### config.mk
export PLATFORM = sky130hd
export DESIGN_NAME = mem_arb_flat
export DESIGN_NICKNAME = d
export VERILOG_FILES = /design/src/rtl/mem_arb_if.sv /design/src/rtl/mem_arb.sv /design/src/flat_wrapper.sv
export SDC_FILE = /design/constraint.sdc
export NUM_CORES = 1
export LEC_CHECK = 0
export ABC_AREA = 1
export CORE_MARGIN = 2
export CORE_UTILIZATION = 45
export DETAILED_ROUTE_END_ITERATION = 6
export PLACE_DENSITY_LB_ADDON = 0.15
export SLEW_MARGIN = 10
export SYNTH_ARGS = -nofsm -noshare
export SYNTH_HDL_FRONTEND = slang
export SYNTH_SLANG_ARGS = --single-unit
### constraint.sdc
create_clock -name clk -period 4.3 [get_ports clk]
set_input_delay 0.43 -clock clk [delete_from_list [all_inputs] [get_ports clk]]
set_output_delay 0.43 -clock clk [all_outputs]
set_load 0.05 [all_outputs]
### src/rtl/mem_arb_if.sv
// Handshake and memory-side signal bundle for the unified-memory arbiter.
interface mem_arb_if #(
    parameter int unsigned AW = 16,
    parameter int unsigned DW = 32
);
    // Instruction-fetch requester
    logic          if_req;
    logic [AW-1:0] if_addr;
    logic          if_gnt;
    logic          if_done;
    logic [DW-1:0] if_rdata;

    // Load/store requester
    logic          d_req;
    logic          d_we;
    logic [AW-1:0] d_addr;
    logic [DW-1:0] d_wdata;
    logic          d_gnt;
    logic          d_done;
    logic [DW-1:0] d_rdata;

    // Memory array side
    logic          mem_en;
    logic          mem_we;
    logic [AW-1:0] mem_addr;
    logic [DW-1:0] mem_wdata;
    logic [DW-1:0] mem_rdata;

    logic          busy;

    // Arbiter view
    modport slave (
        input  if_req, if_addr, d_req, d_we, d_addr, d_wdata, mem_rdata,
        output if_gnt, if_done, if_rdata, d_gnt, d_done, d_rdata,
               mem_en, mem_we, mem_addr, mem_wdata, busy
    );

    // Requester/memory view
    modport master (
        output if_req, if_addr, d_req, d_we, d_addr, d_wdata, mem_rdata,
        input  if_gnt, if_done, if_rdata, d_gnt, d_done, d_rdata,
               mem_en, mem_we, mem_addr, mem_wdata, busy
    );
endinterface

### src/rtl/mem_arb.sv
// Two-requester arbiter for a single-port fixed-latency memory.
// Fetch and load/store paths alternate on ties; each access runs
// IDLE -> ACCESS (MEM_LAT cycles) -> DONE with a one-cycle done pulse.
module mem_arb #(
    parameter int unsigned AW      = 16,
    parameter int unsigned DW      = 32,
    parameter int unsigned MEM_LAT = 2
) (
    input  logic     clk,
    input  logic     rst_f,
    mem_arb_if.slave bus
);
    localparam int unsigned   CW       = 3;
    localparam logic [CW-1:0] LAST_CNT = CW'(MEM_LAT - 1);

    typedef enum logic [1:0] {
        IDLE   = 2'd0,
        ACCESS = 2'd1,
        DONE   = 2'd2
    } state_e;

    state_e        state_q;
    logic [CW-1:0] lat_cnt_q;
    logic          last_d_q;    // 1 when the most recent grant went to the data path
    logic          if_gnt_q;
    logic          d_gnt_q;
    logic          if_done_q;
    logic          d_done_q;
    logic          mem_en_q;
    logic          mem_we_q;
    logic          busy_q;
    logic [AW-1:0] mem_addr_q;
    logic [DW-1:0] mem_wdata_q;
    logic [DW-1:0] if_rdata_q;
    logic [DW-1:0] d_rdata_q;
    logic          pick_d_c;

    // Winner selection: a lone request wins, a tie goes to whoever was not served last
    assign pick_d_c = bus.d_req && (!bus.if_req || !last_d_q);

    // Access sequencer with registered grants, strobes and read-data capture
    always_ff @(posedge clk) begin
        if (rst_f) begin
            state_q     <= IDLE;
            lat_cnt_q   <= '0;
            last_d_q    <= 1'b0;
            if_gnt_q    <= 1'b0;
            d_gnt_q     <= 1'b0;
            if_done_q   <= 1'b0;
            d_done_q    <= 1'b0;
            mem_en_q    <= 1'b0;
            mem_we_q    <= 1'b0;
            busy_q      <= 1'b0;
            mem_addr_q  <= '0;
            mem_wdata_q <= '0;
            if_rdata_q  <= '0;
            d_rdata_q   <= '0;
        end else begin
            case (state_q)
                IDLE: begin
                    if_done_q <= 1'b0;
                    d_done_q  <= 1'b0;
                    if (bus.if_req || bus.d_req) begin
                        state_q   <= ACCESS;
                        busy_q    <= 1'b1;
                        mem_en_q  <= 1'b1;
                        lat_cnt_q <= '0;
                        last_d_q  <= pick_d_c;
                        if (pick_d_c) begin
                            d_gnt_q     <= 1'b1;
                            mem_we_q    <= bus.d_we;
                            mem_addr_q  <= bus.d_addr;
                            mem_wdata_q <= bus.d_wdata;
                        end else begin
                            if_gnt_q    <= 1'b1;
                            mem_we_q    <= 1'b0;
                            mem_addr_q  <= bus.if_addr;
                            mem_wdata_q <= '0;
                        end
                    end
                end
                ACCESS: begin
                    lat_cnt_q <= lat_cnt_q + CW'(1);
                    if (lat_cnt_q == LAST_CNT) begin
                        if (!mem_we_q) begin
                            if (d_gnt_q) begin
                                d_rdata_q <= bus.mem_rdata;
                            end else begin
                                if_rdata_q <= bus.mem_rdata;
                            end
                        end
                        mem_en_q <= 1'b0;
                        mem_we_q <= 1'b0;
                        state_q  <= DONE;
                    end
                end
                DONE: begin
                    if_done_q <= if_gnt_q;
                    d_done_q  <= d_gnt_q;
                    if_gnt_q  <= 1'b0;
                    d_gnt_q   <= 1'b0;
                    busy_q    <= 1'b0;
                    state_q   <= IDLE;
                end
                default: begin
                    state_q <= IDLE;
                end
            endcase
        end
    end

    assign bus.if_gnt    = if_gnt_q;
    assign bus.if_done   = if_done_q;
    assign bus.if_rdata  = if_rdata_q;
    assign bus.d_gnt     = d_gnt_q;
    assign bus.d_done    = d_done_q;
    assign bus.d_rdata   = d_rdata_q;
    assign bus.mem_en    = mem_en_q;
    assign bus.mem_we    = mem_we_q;
    assign bus.mem_addr  = mem_addr_q;
    assign bus.mem_wdata = mem_wdata_q;
    assign bus.busy      = busy_q;
endmodule

### src/flat_wrapper.sv
// flat-port wrapper written by rule: the top's interface ports become plain ports
module mem_arb_flat 
#(
    parameter int unsigned AW      = 16,
    parameter int unsigned DW      = 32,
    parameter int unsigned MEM_LAT = 2
)
  (clk, rst_f, bus_if_req, bus_if_addr, bus_d_req, bus_d_we, bus_d_addr, bus_d_wdata, bus_mem_rdata, bus_if_gnt, bus_if_done, bus_if_rdata, bus_d_gnt, bus_d_done, bus_d_rdata, bus_mem_en, bus_mem_we, bus_mem_addr, bus_mem_wdata, bus_busy);
  mem_arb_if #(.AW(AW), .DW(DW)) bus_i ();
  input  logic clk;
  input  logic rst_f;
  input wire logic [$bits(bus_i.if_req)-1:0] bus_if_req;
  input wire logic [$bits(bus_i.if_addr)-1:0] bus_if_addr;
  input wire logic [$bits(bus_i.d_req)-1:0] bus_d_req;
  input wire logic [$bits(bus_i.d_we)-1:0] bus_d_we;
  input wire logic [$bits(bus_i.d_addr)-1:0] bus_d_addr;
  input wire logic [$bits(bus_i.d_wdata)-1:0] bus_d_wdata;
  input wire logic [$bits(bus_i.mem_rdata)-1:0] bus_mem_rdata;
  output wire logic [$bits(bus_i.if_gnt)-1:0] bus_if_gnt;
  output wire logic [$bits(bus_i.if_done)-1:0] bus_if_done;
  output wire logic [$bits(bus_i.if_rdata)-1:0] bus_if_rdata;
  output wire logic [$bits(bus_i.d_gnt)-1:0] bus_d_gnt;
  output wire logic [$bits(bus_i.d_done)-1:0] bus_d_done;
  output wire logic [$bits(bus_i.d_rdata)-1:0] bus_d_rdata;
  output wire logic [$bits(bus_i.mem_en)-1:0] bus_mem_en;
  output wire logic [$bits(bus_i.mem_we)-1:0] bus_mem_we;
  output wire logic [$bits(bus_i.mem_addr)-1:0] bus_mem_addr;
  output wire logic [$bits(bus_i.mem_wdata)-1:0] bus_mem_wdata;
  output wire logic [$bits(bus_i.busy)-1:0] bus_busy;
  assign bus_i.if_req = bus_if_req;
  assign bus_i.if_addr = bus_if_addr;
  assign bus_i.d_req = bus_d_req;
  assign bus_i.d_we = bus_d_we;
  assign bus_i.d_addr = bus_d_addr;
  assign bus_i.d_wdata = bus_d_wdata;
  assign bus_i.mem_rdata = bus_mem_rdata;
  assign bus_if_gnt = bus_i.if_gnt;
  assign bus_if_done = bus_i.if_done;
  assign bus_if_rdata = bus_i.if_rdata;
  assign bus_d_gnt = bus_i.d_gnt;
  assign bus_d_done = bus_i.d_done;
  assign bus_d_rdata = bus_i.d_rdata;
  assign bus_mem_en = bus_i.mem_en;
  assign bus_mem_we = bus_i.mem_we;
  assign bus_mem_addr = bus_i.mem_addr;
  assign bus_mem_wdata = bus_i.mem_wdata;
  assign bus_busy = bus_i.busy;
  mem_arb #(.AW(AW), .DW(DW), .MEM_LAT(MEM_LAT)) u_core (.clk(clk), .rst_f(rst_f), .bus(bus_i));
endmodule
## Word-level counts from Yosys, hierarchy flattened

Cells that the tools add are included.

| operators by class | value |
|---|---|
| $add $sub $neg | 1 |
| equal/unequal tests | 7 |
| muxes and demuxes | 22 |
| bitwise logic cells | 2 |
| reduce and logical (&&, ||, !) cells | 17 |

Operator list:

| cell | count |
|---|---|
| 32-bit two-way mux | 1 |
| 16-bit two-way mux | 1 |
| 1-bit case mux with 2 select lines | 7 |
| 3-bit AND reduction | 3 |
| 1-bit two-way mux | 8 |
| 2-bit AND reduction | 4 |
| 4-bit AND reduction | 2 |
| 2-bit by 1-bit inequality test with 1-bit output, second input constant | 3 |
| 3-bit case mux with 2 select lines | 1 |
| 2-bit two-way mux | 2 |
| 2-bit case mux with 2 select lines | 1 |
| 2-bit nonzero test | 2 |
| 3-bit by 1-bit adder with 3-bit output, second input constant | 1 |
| 3-bit by 1-bit == test with 1-bit output, second input constant | 1 |
| 3-bit two-way mux | 1 |
| 2-bit by 1-bit == test with 1-bit output, second input constant | 1 |
| 2-bit == test, second input constant | 1 |
| 1-bit logical NOT | 2 |
| 2-bit logical NOT | 1 |
| 1-bit logical OR | 2 |
| 2-bit inequality test, second input constant | 1 |
| 1-bit inverter | 2 |
| 1-bit logical AND | 1 |

| storage, ports and cells | value |
|---|---|
| bits in registers | 125 |
| input port bits | 101 |
| output and inout port bits | 119 |
| logic and storage cells | 63 |

## Logic depth before layout (Yosys ltp)

Gate-level depths: netlist of the first run.

| depth | value |
|---|---|
| depth in word-level cells | 6 |
| gate-level depth with buffers | 8 |

## Worst setup path before layout of the first run

No wires, ideal clock.

| path | value |
|---|---|
| kind | register to register |
| start | register u_core.d_gnt_q, in the netlist u_core.bus.d_gnt |
| end | register u_core.d_rdata_q[23], in the netlist u_core.bus.d_rdata[23] |
| setup time | 0.114 ns |
| arrival | 1.548 ns |
| path slack | 2.637 ns |
| stages on the path, launching flop included | 7 |
| path buffers | 1 |
| clock period less this slack | 1.663 ns |
| path through | dfxtp_1 > nand3_1 > nor3_4 > buf_6 > nand2_1 > nand2_1 > nor2_1 |

| between the ends | value |
|---|---|
| word-level cells in the longest chain between the ends | 1 |

Ends and longest elaborated chain:

| item | line | source |
|---|---|---|
| start, declared | mem_arb.sv:26 | `logic d_gnt_q;` |
| start signal, assigned | mem_arb.sv:48 | `d_gnt_q <= 1'b0;` |
| start signal, assigned | mem_arb.sv:70 | `d_gnt_q <= 1'b1;` |
| start signal, assigned | mem_arb.sv:101 | `d_gnt_q <= 1'b0;` |
| 4-bit AND reduction (no source line) | n/a |  |
| end signal, assigned | mem_arb.sv:87 | `d_rdata_q <= bus.mem_rdata;` |
| end, declared | mem_arb.sv:35 | `logic [DW-1:0] d_rdata_q;` |

Every way passes these cells.
A chain may end at the register's enable or synchronous reset.

## Final worst setup path of the first run

| path | value |
|---|---|
| start | input port bus_d_req |
| end | register u_core.mem_addr_q[14], in the netlist u_core.bus.mem_addr[14] |

| between the ends | value |
|---|---|
| word-level cells in the longest chain between the ends | 2 |
| elaborated cells on any way between the ends | 4 |

Ends and longest elaborated chain:

| item | line | source |
|---|---|---|
| start, declared | flat_wrapper.sv:14 | `input wire logic [$bits(bus_i.d_req)-1:0] bus_d_req;` |
| 1-bit logical AND or 1-bit logical OR (tied branches) | mem_arb.sv:39, mem_arb.sv:63 |  |
| 16-bit two-way mux or 2-bit AND reduction (tied branches) | n/a |  |
| end signal, assigned | mem_arb.sv:72 | `mem_addr_q <= bus.d_addr;` |
| end signal, assigned | mem_arb.sv:77 | `mem_addr_q <= bus.if_addr;` |
| end, declared | mem_arb.sv:32 | `logic [AW-1:0] mem_addr_q;` |

Several ways; a longest one is shown, not always the timed one.

==> impl_metrics.xml, run 1 <==
<?xml version="1.0" encoding="UTF-8"?>
<metrics>
  <group name="final_layout">
    <metric name="final-seq-area" unit="µm²">2500</metric>
    <metric name="area.growth.synth_to_final" unit="%">54.8</metric>
    <metric name="leading_cell_types_in_the_layout_fill_and_taps_excluded" unit="">nand2_1, clkdlybuf4s50_1, nor2_1</metric>
    <metric name="num_antenna_cells" unit="">0</metric>
    <metric name="post_route_cells_drive_above_1_share" unit="">0.0451</metric>
    <metric name="nets" unit="">1045</metric>
    <metric name="post_route_standard_cell_area_excluding_fillers" unit="µm²">7820</metric>
    <metric name="layout_commonest_cell" unit="">nand2_1</metric>
    <metric name="multiInputGateArea" unit="µm²">2070</metric>
    <metric name="fill_count" unit="">922</metric>
    <metric name="finish.utilization" unit="">0.718</metric>
    <metric name="non_filler_cells_in_the_finished_layout" unit="">1094</metric>
  </group>
  <group name="synthesis">
    <metric name="post_synth_num_cell_types" unit="">20</metric>
    <metric name="synth_top_family_by_area" unit="">simple AND/OR/NAND/NOR gates</metric>
    <metric name="synthCells" unit="">741</metric>
    <metric name="synth_compound_area_frac" unit="">0.0624</metric>
    <metric name="postSynthAreaPerCell" unit="µm²">6.82</metric>
    <metric name="synth_warnings" unit="">0</metric>
    <metric name="syn_nets" unit="">844</metric>
    <metric name="syn_area" unit="µm²">5050</metric>
    <metric name="fraction_of_synthesized_area_in_multiplexers" unit="">0</metric>
    <metric name="synth-adder-area-share" unit="">0.00495</metric>
    <metric name="post_synth_xor_xnor_area" unit="">0</metric>
    <metric name="yosysSeqAreaShare" unit="">0.495</metric>
    <metric name="synth_seq_cells" unit="">125</metric>
    <metric name="synthSimpleGateAreaFrac" unit="">0.340</metric>
  </group>
  <group name="cts">
    <metric name="clkLatencyLatePin" unit="ps">530</metric>
    <metric name="cts_buffers" unit="">17</metric>
    <metric name="cts_hold_buf" unit="">0</metric>
    <metric name="cts_tree" unit="">done</metric>
    <metric name="clk_slew_on_worst_s_h_paths" unit="ps">60</metric>
    <metric name="cts_sinks" unit="">125</metric>
    <metric name="clockBufferDepth" unit="">2</metric>
    <metric name="post_cts_sizing" unit="">0</metric>
    <metric name="clock_tree.htree_level_count" unit="">4</metric>
    <metric name="cts_setup_buffers" unit="">0</metric>
    <metric name="ctsRootBufferMaster" unit="">clkbuf_8</metric>
  </group>
  <group name="place">
    <metric name="hpwl" unit="mm">9.67</metric>
    <metric name="count_of_buffers_inserted_at_the_top_level_ports" unit="">219</metric>
    <metric name="dpl.cell_count" unit="">1063</metric>
    <metric name="gp_congestion" unit="">0.802</metric>
    <metric name="preCtsSetupSlack" unit="ps">1270</metric>
    <metric name="post_dp_cell_area" unit="µm²">7230</metric>
  </group>
  <group name="power">
    <metric name="vdd.ir_drop.worst" unit="mV">0.305</metric>
    <metric name="leakagePower" unit="µW">0.00343</metric>
    <metric name="cellPowerDensity" unit="nW/µm²">428</metric>
  </group>
  <group name="die">
    <metric name="effective_utilization_at_floorplan" unit="">0.464</metric>
    <metric name="core" unit="µm²">10900</metric>
    <metric name="die_y" unit="µm">110</metric>
    <metric name="site_row_count" unit="">38</metric>
    <metric name="die_w" unit="µm">110</metric>
    <metric name="ios" unit="">220</metric>
    <metric name="area_of_the_die" unit="µm²">12100</metric>
  </group>
  <group name="status">
    <metric name="outcome" unit="">finished, final reports clean</metric>
  </group>
  <group name="worst_hold_path">
    <metric name="hold_path_class" unit="">input pin to flip-flop</metric>
  </group>
  <group name="sta">
    <metric name="final.period_utilization" unit="">0.586</metric>
    <metric name="fin_ws" unit="ps">1780</metric>
    <metric name="slew_headroom" unit="">0.299</metric>
    <metric name="tns" unit="ps">0</metric>
    <metric name="clock.fmax" unit="GHz">0.397</metric>
    <metric name="clock-skew-final" unit="ps">10.2</metric>
    <metric name="rsz0062_at_grt" unit="">no</metric>
    <metric name="worst_slew_pin_slew" unit="ps">1050</metric>
    <metric name="min_period" unit="ps">2520</metric>
    <metric name="timing_max_transition_violations_final" unit="">0</metric>
    <metric name="final-hold-violation-count" unit="">0</metric>
    <metric name="setup_violations" unit="">0</metric>
  </group>
  <group name="critical_path">
    <metric name="start_kind" unit="">input pin</metric>
    <metric name="critical_path.cell_chain" unit="">clkdlybuf4s50_1 &gt; o21ai_4 &gt; clkinv_1 &gt; nand2_1 &gt; a21oi_1</metric>
    <metric name="arrival" unit="ps">2900</metric>
    <metric name="crit_buf_inv" unit="">2</metric>
    <metric name="crit_path_max_incr_delay" unit="ps">800</metric>
    <metric name="crit_type" unit="">input pin to flip-flop</metric>
    <metric name="critical-path-top-delay-family" unit="">buffers and inverters</metric>
    <metric name="worst-endpoint-required" unit="ps">4680</metric>
    <metric name="peak_fanout_along_the_critical_path" unit="">26</metric>
    <metric name="critical_path.slowest_cell" unit="">clkdlybuf4s50_1</metric>
    <metric name="cp-end-kind" unit="">flip-flop</metric>
  </group>
  <group name="drt">
    <metric name="drt_iter0_markers" unit="">320</metric>
    <metric name="avgViaCountPerCell" unit="">4.63</metric>
    <metric name="drc" unit="">0</metric>
    <metric name="number_of_iterations_in_the_first_detailed_routing_pass" unit="">4</metric>
    <metric name="drt-total-wl" unit="mm">13.9</metric>
    <metric name="routed_via_count" unit="">5066</metric>
    <metric name="detail_route.wl_per_cell" unit="µm">12.7</metric>
    <metric name="antenna_violating_nets_left" unit="">0</metric>
  </group>
  <group name="grt">
    <metric name="grt_overflow" unit="">0</metric>
    <metric name="number_of_antenna_violations_at_the_first_check_in_global_routing" unit="">0</metric>
    <metric name="grt_use_total" unit="">0.231</metric>
    <metric name="pin_count_of_the_biggest_net_entering_global_routing" unit="">67</metric>
    <metric name="grt_pass1_wl" unit="mm">21.7</metric>
    <metric name="grt_pass1_vias" unit="">4771</metric>
  </group>
  <group name="run">
    <metric name="timing.max_cap.violations" unit="">0</metric>
  </group>
</metrics>
[power by group]
group | total [µW] | switching, µW | internal, µW | leakage [µW]
logic | 673 | 424 | 250 | 0.00211
registers | 1270 | 39.4 | 1230 | 0.00102
clock network | 1410 | 484 | 925 | 0.000300
total | 3350 | 947 | 2400 | 0.00343
[worst register-to-register path, stage by stage (launching register included)]
cell	delay [ps]
dfxtp_1	310
nand2_1	420
nand3_1	240
inv_1	770
nand2_1	130
a21oi_1	200
[state kept, by name, summed over array words and instances, names as in the netlist]
signal	count
u_core.bus.d_rdata	32
u_core.bus.if_rdata	32
u_core.bus.mem_wdata	32
u_core.bus.mem_addr	16
u_core.lat_cnt_q	3
u_core.state_q	2
u_core.bus.busy	1
u_core.bus.d_done	1
u_core.bus.d_gnt	1
u_core.bus.if_done	1
u_core.bus.if_gnt	1
u_core.bus.mem_en	1
u_core.bus.mem_we	1
u_core.last_d_q	1
[metal layers]
metal  part of all wire  track usage  routed length, µm  up-vias
met1               0.39        0.235               5470     2256
met5                  0            0                  0        -
li1                   -            -                  -     2626
met2               0.50        0.408               6920      164
met4              0.019        0.101                271        0
met3              0.091        0.101               1270       20
[per-stage QoR]
step                total power [µW]  hold WS (ps)
floorplan                       1700           440
finish                          3350           455
CTS                             3380           436
detailed placement              1960           455
global placement                1950           443
global route                    3480           456
[layout make-up]
type,count,area share
Timing Repair Buffer,222,0.283
Clock inverter,6,0.0102
Inverter,72,0.0346
Sequential cell,125,0.320
Clock buffer,25,0.0657
Tap cell,140,0.0224
Multi-Input combinational cell,504,0.265
[cell families after synthesis]
family                   Yosys count
adder cells (fa/ha/maj)            2
AO/OA/AOI/OAI                     63
buffers and inverters            112
AND/OR/NAND/NOR                  439
flip-flops                       125
[cell usage after synthesis]
| library cell | n | area, µm² |
|---|---|---|
| buf_1 | 4 | 15.0 |
| a21oi_1 | 60 | 300 |
| ha_1 | 2 | 25.0 |
| clkinv_1 | 1 | 3.75 |
| nor2_1 | 132 | 495 |
| nand4_4 | 1 | 21.3 |
| buf_6 | 6 | 67.6 |
| nor2_4 | 1 | 11.3 |
| nand2_1 | 280 | 1050 |
| dfxtp_1 | 125 | 2500 |
| o21ai_0 | 3 | 15.0 |
| clkbuf_1 | 14 | 52.6 |
| nor3_4 | 1 | 16.3 |
| inv_2 | 2 | 7.51 |
| nand3_1 | 22 | 110 |
| inv_1 | 69 | 259 |
| buf_2 | 13 | 65.1 |
| or2_2 | 1 | 6.26 |
| nand2_2 | 1 | 6.26 |
| buf_4 | 3 | 22.5 |
[final timing paths]
kind                                              from                               endpoint  slack [ps]  cells after the start
setup / recovery                             bus_d_req   u_core.bus.mem_addr[14]$_SDFFE_PP0P_        1780                      5
hold / removal                         bus_d_wdata[16]  u_core.bus.mem_wdata[16]$_SDFFE_PP0P_         450                      3
setup reg to reg          u_core.last_d_q$_SDFFE_PP0P_  u_core.bus.mem_wdata[19]$_SDFFE_PP0P_        2160                      5
hold reg to reg   u_core.bus.mem_addr[11]$_SDFFE_PP0P_   u_core.bus.mem_addr[11]$_SDFFE_PP0P_         460                      2
No activity file was read; power rests on OpenSTA's default activity.
==> run 2: changes to the inputs <==
--- a/config.mk
+++ b/config.mk
@@ -7,7 +7,7 @@
 export LEC_CHECK = 0
 export ABC_AREA = 1
 export CORE_MARGIN = 2
-export CORE_UTILIZATION = 45
+export CORE_UTILIZATION = 42
 export DETAILED_ROUTE_END_ITERATION = 6
 export PLACE_DENSITY_LB_ADDON = 0.15
 export SLEW_MARGIN = 10
==> constraint.sdc (replaced) <==
create_clock -name clk -period 2.53 [get_ports clk]
set_input_delay 0.253 -clock clk [delete_from_list [all_inputs] [get_ports clk]]
set_output_delay 0.253 -clock clk [all_outputs]
set_load 0.05 [all_outputs]
==> run 2 against run 1 <==
Against the previous run: sequential power is 69% higher; sequential share of layout area is 0.26 points lower; register-to-register slack worse by 1500 ps; worst hold slack worse by 120 ps; core utilization is 5.4 points lower; first-iteration DRC count is 2.2% higher; critical path depth is 4 lower; final area is 0.82% higher; non-clock buffer count is 5 higher; total power is 70% higher; via count is 2.9% lower.
==> impl_metrics.xml, run 2 (synthesis gave the netlist of run 1 again) <==
<?xml version="1.0" encoding="UTF-8"?>
<metrics>
  <group name="sta">
    <metric name="final-hold-violation-count" unit="">0</metric>
    <metric name="min_period" unit="ps">1960</metric>
    <metric name="rsz0062_at_grt" unit="">no</metric>
    <metric name="tns" unit="ps">0</metric>
    <metric name="final.period_utilization" unit="">0.775</metric>
    <metric name="hold_slack" unit="ps">332</metric>
    <metric name="clock.fmax" unit="GHz">0.510</metric>
    <metric name="timing_max_transition_violations_final" unit="">0</metric>
    <metric name="setup_violations" unit="">0</metric>
    <metric name="slew_headroom" unit="">0.417</metric>
    <metric name="worst_slew_pin_slew" unit="ps">873</metric>
    <metric name="clock-skew-final" unit="ps">6.01</metric>
  </group>
  <group name="power">
    <metric name="p_sw_frac" unit="">0.284</metric>
    <metric name="power.switching" unit="µW">1620</metric>
    <metric name="power.internal" unit="µW">4080</metric>
    <metric name="vdd.ir_drop.worst" unit="mV">0.516</metric>
    <metric name="fin_total_pwr" unit="µW">5700</metric>
    <metric name="comb_power_share" unit="">0.202</metric>
    <metric name="cellPowerDensity" unit="nW/µm²">723</metric>
    <metric name="seq_power_share" unit="">0.376</metric>
    <metric name="clock_power_share" unit="">0.422</metric>
    <metric name="leakagePower" unit="µW">0.00346</metric>
  </group>
  <group name="place">
    <metric name="hpwl" unit="mm">8.84</metric>
    <metric name="count_of_buffers_inserted_at_the_top_level_ports" unit="">219</metric>
    <metric name="dpl.cell_count" unit="">1075</metric>
    <metric name="gp_congestion" unit="">0.826</metric>
    <metric name="post_dp_cell_area" unit="µm²">7300</metric>
  </group>
  <group name="critical_path">
    <metric name="crit_type" unit="">flip-flop to primary output</metric>
    <metric name="cell_depth_of_the_worst_flop_to_flop_path" unit="">5</metric>
    <metric name="critical_path.cell_chain" unit="">clkdlybuf4s50_1</metric>
    <metric name="arrival" unit="ps">1710</metric>
    <metric name="critPathCapture" unit="">bus_mem_we</metric>
    <metric name="crit_path_max_incr_delay" unit="ps">880</metric>
    <metric name="cp-end-kind" unit="">primary output</metric>
    <metric name="peak_fanout_along_the_critical_path" unit="">4</metric>
    <metric name="worst-endpoint-required" unit="ps">2280</metric>
    <metric name="start_kind" unit="">flip-flop</metric>
    <metric name="timing.reg2reg.setup_slack" unit="ps">630</metric>
    <metric name="critical_path.slowest_cell" unit="">clkdlybuf4s50_1</metric>
    <metric name="path_depth" unit="">1</metric>
    <metric name="crit_buf_inv" unit="">1</metric>
    <metric name="critical-path-top-delay-family" unit="">buffers and inverters</metric>
    <metric name="r2r-start" unit="">u_core.state_q[0]$_SDFFE_PP0P_</metric>
    <metric name="startpoint" unit="">u_core.bus.mem_we$_SDFFE_PP0P_</metric>
    <metric name="r2r_endpoint" unit="">u_core.bus.if_rdata[25]$_SDFFE_PP0P_</metric>
  </group>
  <group name="status">
    <metric name="outcome" unit="">finished, final reports clean</metric>
  </group>
  <group name="cts">
    <metric name="cts_sinks" unit="">125</metric>
    <metric name="cts_setup_buffers" unit="">0</metric>
    <metric name="post_cts_sizing" unit="">0</metric>
    <metric name="ctsRootBufferMaster" unit="">clkbuf_16</metric>
    <metric name="clockBufferDepth" unit="">2</metric>
    <metric name="cts_buffers" unit="">17</metric>
    <metric name="clkLatencyLatePin" unit="ps">410</metric>
    <metric name="clock_tree.htree_level_count" unit="">4</metric>
    <metric name="clk_slew_on_worst_s_h_paths" unit="ps">50</metric>
    <metric name="cts_tree" unit="">done</metric>
    <metric name="cts_hold_buf" unit="">0</metric>
  </group>
  <group name="die">
    <metric name="site_row_count" unit="">40</metric>
    <metric name="ios" unit="">220</metric>
    <metric name="core" unit="µm²">11900</metric>
    <metric name="die_y" unit="µm">114</metric>
    <metric name="area_of_the_die" unit="µm²">12900</metric>
    <metric name="effective_utilization_at_floorplan" unit="">0.426</metric>
    <metric name="die_w" unit="µm">114</metric>
  </group>
  <group name="drt">
    <metric name="detail_route.wl_per_cell" unit="µm">11.9</metric>
    <metric name="drc" unit="">0</metric>
    <metric name="drt-total-wl" unit="mm">13.1</metric>
    <metric name="antenna_violating_nets_left" unit="">0</metric>
    <metric name="routed_via_count" unit="">4921</metric>
    <metric name="drt_iter0_markers" unit="">327</metric>
    <metric name="avgViaCountPerCell" unit="">4.45</metric>
    <metric name="number_of_iterations_in_the_first_detailed_routing_pass" unit="">4</metric>
  </group>
  <group name="final_layout">
    <metric name="post_route_cells_drive_above_1_share" unit="">0.0490</metric>
    <metric name="fill_count" unit="">1062</metric>
    <metric name="leading_cell_types_in_the_layout_fill_and_taps_excluded" unit="">nand2_1, clkdlybuf4s50_1, nor2_1</metric>
    <metric name="non_filler_cells_in_the_finished_layout" unit="">1106</metric>
    <metric name="num_antenna_cells" unit="">0</metric>
    <metric name="multiInputGateArea" unit="µm²">2070</metric>
    <metric name="post_route_standard_cell_area_excluding_fillers" unit="µm²">7890</metric>
    <metric name="layout_commonest_cell" unit="">nand2_1</metric>
    <metric name="final-seq-area" unit="µm²">2500</metric>
    <metric name="area.growth.synth_to_final" unit="%">56.0</metric>
    <metric name="nets" unit="">1050</metric>
  </group>
  <group name="grt">
    <metric name="pin_count_of_the_biggest_net_entering_global_routing" unit="">65</metric>
    <metric name="grt_overflow" unit="">0</metric>
    <metric name="grt_pass1_wl" unit="mm">21.3</metric>
    <metric name="number_of_antenna_violations_at_the_first_check_in_global_routing" unit="">0</metric>
    <metric name="grt_pass1_vias" unit="">4451</metric>
    <metric name="grt_use_total" unit="">0.208</metric>
  </group>
  <group name="worst_hold_path">
    <metric name="hold_path_class" unit="">input pin to flip-flop</metric>
    <metric name="hold-path-cell-count" unit="">4</metric>
  </group>
  <group name="run">
    <metric name="timing.max_cap.violations" unit="">0</metric>
  </group>
</metrics>
run 2: changes by cell type in the layout (fill, tap and decap cells not counted), sizes merged:
cell and delta:
clkbuf -1, clkinv +1, buf +5
run 2: power groups by stage:
stage	Combinational, µW	Clock [µW]	Sequential (µW)
after floorplan	348	0	2540
after global placement	1150	0	2180
after detailed placement	1150	0	2190
after CTS	1160	2460	2150
after global routing	1240	2540	2160
final	1150	2410	2150
run 2: layout make-up:
type / count / area share
multi-input combinational: 504 / 0.262
sequential: 125 / 0.317
tap: 147 / 0.0233
timing repair buffer: 227 / 0.288
inverter: 72 / 0.0343
clock buffer: 24 / 0.0636
clock inverter: 7 / 0.0108
run 2: worst min-delay path by stage:
stage,end,from
2_1_floorplan,u_core.bus.if_rdata[0]$_SDFFE_PP0P_,bus_mem_rdata[0]
3_3_place_gp,u_core.bus.mem_wdata[8]$_SDFFE_PP0P_,u_core.bus.mem_wdata[8]$_SDFFE_PP0P_
3_5_place_dp,u_core.bus.mem_wdata[18]$_SDFFE_PP0P_,u_core.bus.mem_wdata[18]$_SDFFE_PP0P_
4_1_cts,u_core.bus.if_rdata[26]$_SDFFE_PP0P_,rst_f
5_1_grt,u_core.bus.if_rdata[29]$_SDFFE_PP0P_,rst_f
6_report,u_core.lat_cnt_q[2]$_SDFFE_PP0P_,rst_f
run 2: worst register-to-register path: cells and delay by family, from the launching register on:
kind,cells,cell delay (ps)
buf+inv,1,90
simple gates,4,1270
flops,1,410
run 2: metal layers:
metal / up-vias / global-route usage / share of wire
met5: - / 0 / 0
met4: 0 / 0.110 / 0.029
met3: 27 / 0.0887 / 0.094
met2: 179 / 0.301 / 0.43
met1: 2073 / 0.263 / 0.45
li1: 2642 / - / -
run 2: metrics by stage:
step	setup WS (ps)	utilization
after floorplan	867	-
after global placement	573	0.615
after detailed placement	503	0.615
after CTS	544	0.665
after global routing	392	0.665
final	569	0.665
